==> src/rtl/hazard_stall_unit.sv <==
// Hazard controller for the stallable PC, IF/ID and ID/EX registers: load-use
// stalls, multi-cycle multiply hold, taken-branch flush and a stall counter.
module hazard_stall_unit #(
    parameter int MUL_CYCLES = 4,
    parameter int REG_W      = 4
) (
    input  logic             clk,
    input  logic             Reset,
    input  logic [REG_W-1:0] ID_Rn,
    input  logic [REG_W-1:0] ID_Rm,
    input  logic             ID_UseRn,
    input  logic             ID_UseRm,
    input  logic             EX_MemRead,
    input  logic [REG_W-1:0] EX_Rd,
    input  logic             EX_MulStart,
    input  logic             EX_BranchTaken,
    input  logic             ClrCount,
    output logic             StallF,
    output logic             StallD,
    output logic             StallE,
    output logic             FlushD,
    output logic             FlushE,
    output logic             Busy,
    output logic [15:0]      StallCount
);

    typedef enum logic {RUN, MUL} state_t;

    state_t      r_state;
    state_t      w_state_nxt;
    logic [7:0]  r_cnt;
    logic [7:0]  w_cnt_nxt;
    logic [15:0] r_stall_count;
    logic        w_load_use;

    assign w_load_use = EX_MemRead &&
                        ((ID_UseRn && (ID_Rn == EX_Rd)) ||
                         (ID_UseRm && (ID_Rm == EX_Rd)));

    always_comb begin
        // NOTE: every output gets a default first so no path can infer a latch.
        w_state_nxt = r_state;
        w_cnt_nxt   = r_cnt;
        StallF      = 1'b0;
        StallD      = 1'b0;
        StallE      = 1'b0;
        FlushD      = 1'b0;
        FlushE      = 1'b0;
        Busy        = 1'b0;

        case (r_state)
            RUN: begin
                if (EX_BranchTaken) begin
                    FlushD = 1'b1;
                    FlushE = 1'b1;
                end else if (EX_MulStart) begin
                    StallF      = 1'b1;
                    StallD      = 1'b1;
                    StallE      = 1'b1;
                    Busy        = 1'b1;
                    w_cnt_nxt   = 8'(MUL_CYCLES - 2);
                    w_state_nxt = MUL;
                end else if (w_load_use) begin
                    // Bubble into EX while the front end holds one cycle.
                    StallF = 1'b1;
                    StallD = 1'b1;
                    FlushE = 1'b1;
                end
            end
            MUL: begin
                Busy = 1'b1;
                if (r_cnt != 8'd0) begin
                    StallF    = 1'b1;
                    StallD    = 1'b1;
                    StallE    = 1'b1;
                    w_cnt_nxt = r_cnt - 8'd1;
                end else begin
                    w_state_nxt = RUN;
                end
            end
            default: w_state_nxt = RUN;
        endcase

        // Reset silences every control output in the same cycle it is seen.
        if (Reset) begin
            StallF = 1'b0;
            StallD = 1'b0;
            StallE = 1'b0;
            FlushD = 1'b0;
            FlushE = 1'b0;
            Busy   = 1'b0;
        end
    end

    always_ff @(posedge clk or posedge Reset) begin
        // NOTE: state registers use non-blocking assignment so all flops update together.
        if (Reset) begin
            r_state       <= RUN;
            r_cnt         <= 8'd0;
            r_stall_count <= 16'd0;
        end else begin
            r_state <= w_state_nxt;
            r_cnt   <= w_cnt_nxt;
            if (ClrCount) begin
                r_stall_count <= 16'd0;
            end else if (StallF && (r_stall_count != 16'hFFFF)) begin
                r_stall_count <= r_stall_count + 16'd1;
            end
        end
    end

    assign StallCount = r_stall_count;

endmodule

==> config.mk <==
export PLATFORM = sky130hd
export DESIGN_NAME = hazard_stall_unit
export DESIGN_NICKNAME = d
export VERILOG_FILES = /design/src/rtl/hazard_stall_unit.sv
export SDC_FILE = /design/constraint.sdc
export NUM_CORES = 1
export LEC_CHECK = 0
export ABC_AREA = 1
export CAP_MARGIN = 5
export CELL_PAD_IN_SITES_DETAIL_PLACEMENT = 1
export CELL_PAD_IN_SITES_GLOBAL_PLACEMENT = 2
export CORE_ASPECT_RATIO = 0.5
export CORE_MARGIN = 2
export CORE_UTILIZATION = 31
export DETAILED_ROUTE_END_ITERATION = 16
export DONT_BUFFER_PORTS = 1
export GPL_ROUTABILITY_DRIVEN = 1
export HOLD_SLACK_MARGIN = 0.08
export PLACE_DENSITY = 0.74
export SLEW_MARGIN = 10
export SYNTH_ARGS = -nofsm -noshare
export SYNTH_HDL_FRONTEND = slang
export SYNTH_SLANG_ARGS = --single-unit
==> constraint.sdc <==
create_clock -name clk -period 1.44 [get_ports clk]
set_input_delay 0.072 -clock clk [delete_from_list [all_inputs] [get_ports clk]]
set_output_delay 0.072 -clock clk [all_outputs]
set_load 0.02 [all_outputs]
==> results.toml <==
[status]
status = "finished, violations left"
violations = "negative setup slack"

[clock_network]
worstSkewPairLatency_ns = 0.26
cts_buffers = 3
cts.sinks = 25
htreeDepth = 1
cts_tree = "built"
cts_buffer_depth = 2
cts.clk_slew.worst_paths_ns = 0.07
root_buffer = "clkbuf_16"

[timing]
slew_violations = 0
fmax_mhz = 619
worst_pin_slew_ns = 0.672
hold_viol = 0
fin_setup_tns_ns = -2.93
rsz0062_at_grt = "true"
clock_skew_ns = 0.00262
holdWs_ns = 0.230
setup_viol = 26
worst_slack_ns = -0.177
fin_crit_ns = 1.62
finalCritPeriodShare = 1.12
max_slew_margin = 0.550

[logic_synthesis]
avgSynthCellArea_sq_um = 6.97
ys_warn_count = 0
synth_xor_area_frac = 0.0792
yosysTopAreaCell = "dfrtp_1"
synth-seq-cells = 25
netlist_instances = 254
synth_compound_area_frac = 0.0460
yosys.area_share.simple = 0.421
muxShareOfSynthArea = 0
synth.top_cells.by_area = "dfrtp_1, nand2_1, nor2_1, nand3_1, xor2_1"
synth_top_family_by_area = "simple AND/OR/NAND/NOR gates"
yosysTopAreaCellShare = 0.354
syn-cell-area_sq_um = 1770
syn_nets = 277
ys_seq_area_frac = 0.354
synth.distinct_cells = 33
synth_fa_ha_area_frac = 0.0212

[worst_setup_path]
path_class = "flop to primary output"
crit_required_ns = 1.37
cp.arrival_ns = 1.54
cp-endpoint = "StallF"
r2r_cells = 10
cp_max_fo = 2
r2r_end = "r_cnt[2]"
r2r_slack_ns = -0.13
rr_startpoint = "r_cnt[2]"
cp-start-kind = "flop"
worst_setup_path_end_kind = "primary output"
cp-startpoint = "r_cnt[2]"

[power_and_ir_drop]
power_mw = 1.60
p_sw_mw = 0.418
power_density_nw_per_um2 = 598
power_frac_comb = 0.146
p_leak_nw = 1.30
internal_power_mw = 1.19
sw_frac_of_total = 0.261
p_seq_frac = 0.455
ir_worst_vdd_uv = 444
clock_power_share = 0.399

[route]
drt-pass1-iter-count = 4
vias_per_cell = 4.81
drt-total-wl_um = 5790
ant_nets = 0
vias = 1851
post-route-drc-count = 0
dr.first_iter.drc_count = 41
post_drt_wl_per_cell_um = 15.0

[floorplanning]
start_util = 0.322
coreArea_sq_um = 5490
die-area_sq_um = 6360
io_pins = 42
rows = 19
fp.dieW_um = 111
die_h_um = 57.4

[place]
portBuffers = 0
preCtsSetupSlack_ns = -0.135
placed_area_sq_um = 2200
placedCellCount = 367
finalWeightedCongestion = 0.774
detailed_place_hpwl_um = 3910

[finish]
drive_gt1_frac = 0.410
area_delta_synth_final_pct = 51.6
fillers = 676
final_nets = 336
seq_area_sq_um = 628
multiInputGateArea_sq_um = 1290
final_area_sq_um = 2680
final_cell_mix = "nand2_1, buf_4, nor2_1"
final_core_util = 0.488
insertedDiodeCount = 0
final_common_cell = "nand2_1"
final-instance-count-excl-fill = 385

[global_route]
grt-ovfl-total = 0
track_usage = 0.188
grt_max_degree = 26
grt_pass1_vias = 2025
grt_first_pass_wirelength_um = 9670
antenna_found_initial = 0

[flow_run]
timing.max_cap.violations = 0

[worst_hold_path]
hp-class = "input pin to primary output"
hold_depth = 1
[area by class of cell]
class / count / area share
tap: 73 / 0.0341
inverter: 27 / 0.0397
sequential: 25 / 0.234
multi-input combinational: 197 / 0.480
timing repair buffer: 59 / 0.183
clock buffer: 4 / 0.0294
[worst max-delay path, cell delays in order (launching register included)]
cell	delay, ns
dfrtp_1	0.41
nor2_2	0.14
and2_4	0.17
nand3_4	0.07
o21ai_2	0.14
nor2_2	0.08
and2_4	0.14
buf_12	0.13
[per-layer routing]
layer,vias to the layer above,wire length [um],GRT usage,part of all wire
met2,21,2870,0.351,0.50
met4,0,15,0.0214,0.0026
li1,920,-,-,-
met3,2,136,0.0383,0.023
met5,-,0,0,0
met1,908,2770,0.238,0.48
[Yosys cell counts, drive strengths merged]
cell type  number
a211oi          1
dfrtp          25
nand2          72
nand3          30
o21ai           6
nand4           3
clkbuf          2
nor2           49
nor3b           1
o31ai           2
a31oi           1
nor3            6
o21a            1
clkinv          1
inv            26
xor2           11
xnor2           5
and2            2
a21oi           3
ha              3
buf             4
[power groups by stage]
stage          Clock, mW  Combinational [mW]  Sequential (mW)
2_1_floorplan          0               0.111            0.757
3_3_place_gp           0               0.188            0.741
3_5_place_dp           0               0.192            0.743
4_1_cts            0.659               0.230            0.729
5_1_grt            0.687               0.261            0.731
6_report           0.640               0.234            0.729
[state kept, by name, indices dropped and copies added (netlist names)]
name        flops
r_state         1
StallCount     16
r_cnt           8
[what timing repair did]
| item | 4_1_cts | 5_1_grt |
|---|---|---|
| hold buffers | 2 | 0 |
| pin swaps | 14 | 5 |
| resized for setup | 41 | 36 |
| endpoints found under the hold margin | 41 | 0 |
| buffers inserted | 7 | 3 |
| endpoints found under the setup margin | 24 | 29 |
| gates cloned | 2 | 0 |
[how the worst min path moves through the flow]
stage          startpoint             end  slack, ns
6_report            Reset          FlushD       0.23
5_1_grt             Reset          FlushD       0.23
4_1_cts             Reset          FlushD       0.23
3_5_place_dp        Reset        r_cnt[0]       0.05
3_3_place_gp        Reset        r_cnt[0]       0.05
2_1_floorplan       Reset  StallCount[10]        0.1
[kinds of logic after synthesis]
kind of cell / Yosys count
and+or+nand+nor: 163
buffers and inverters: 33
DFF: 25
xor gates and xnor gates: 16
AOI/OAI and AO/OA: 14
adders and majority gates: 3
Note: power is estimated with default switching activity, not from simulation.
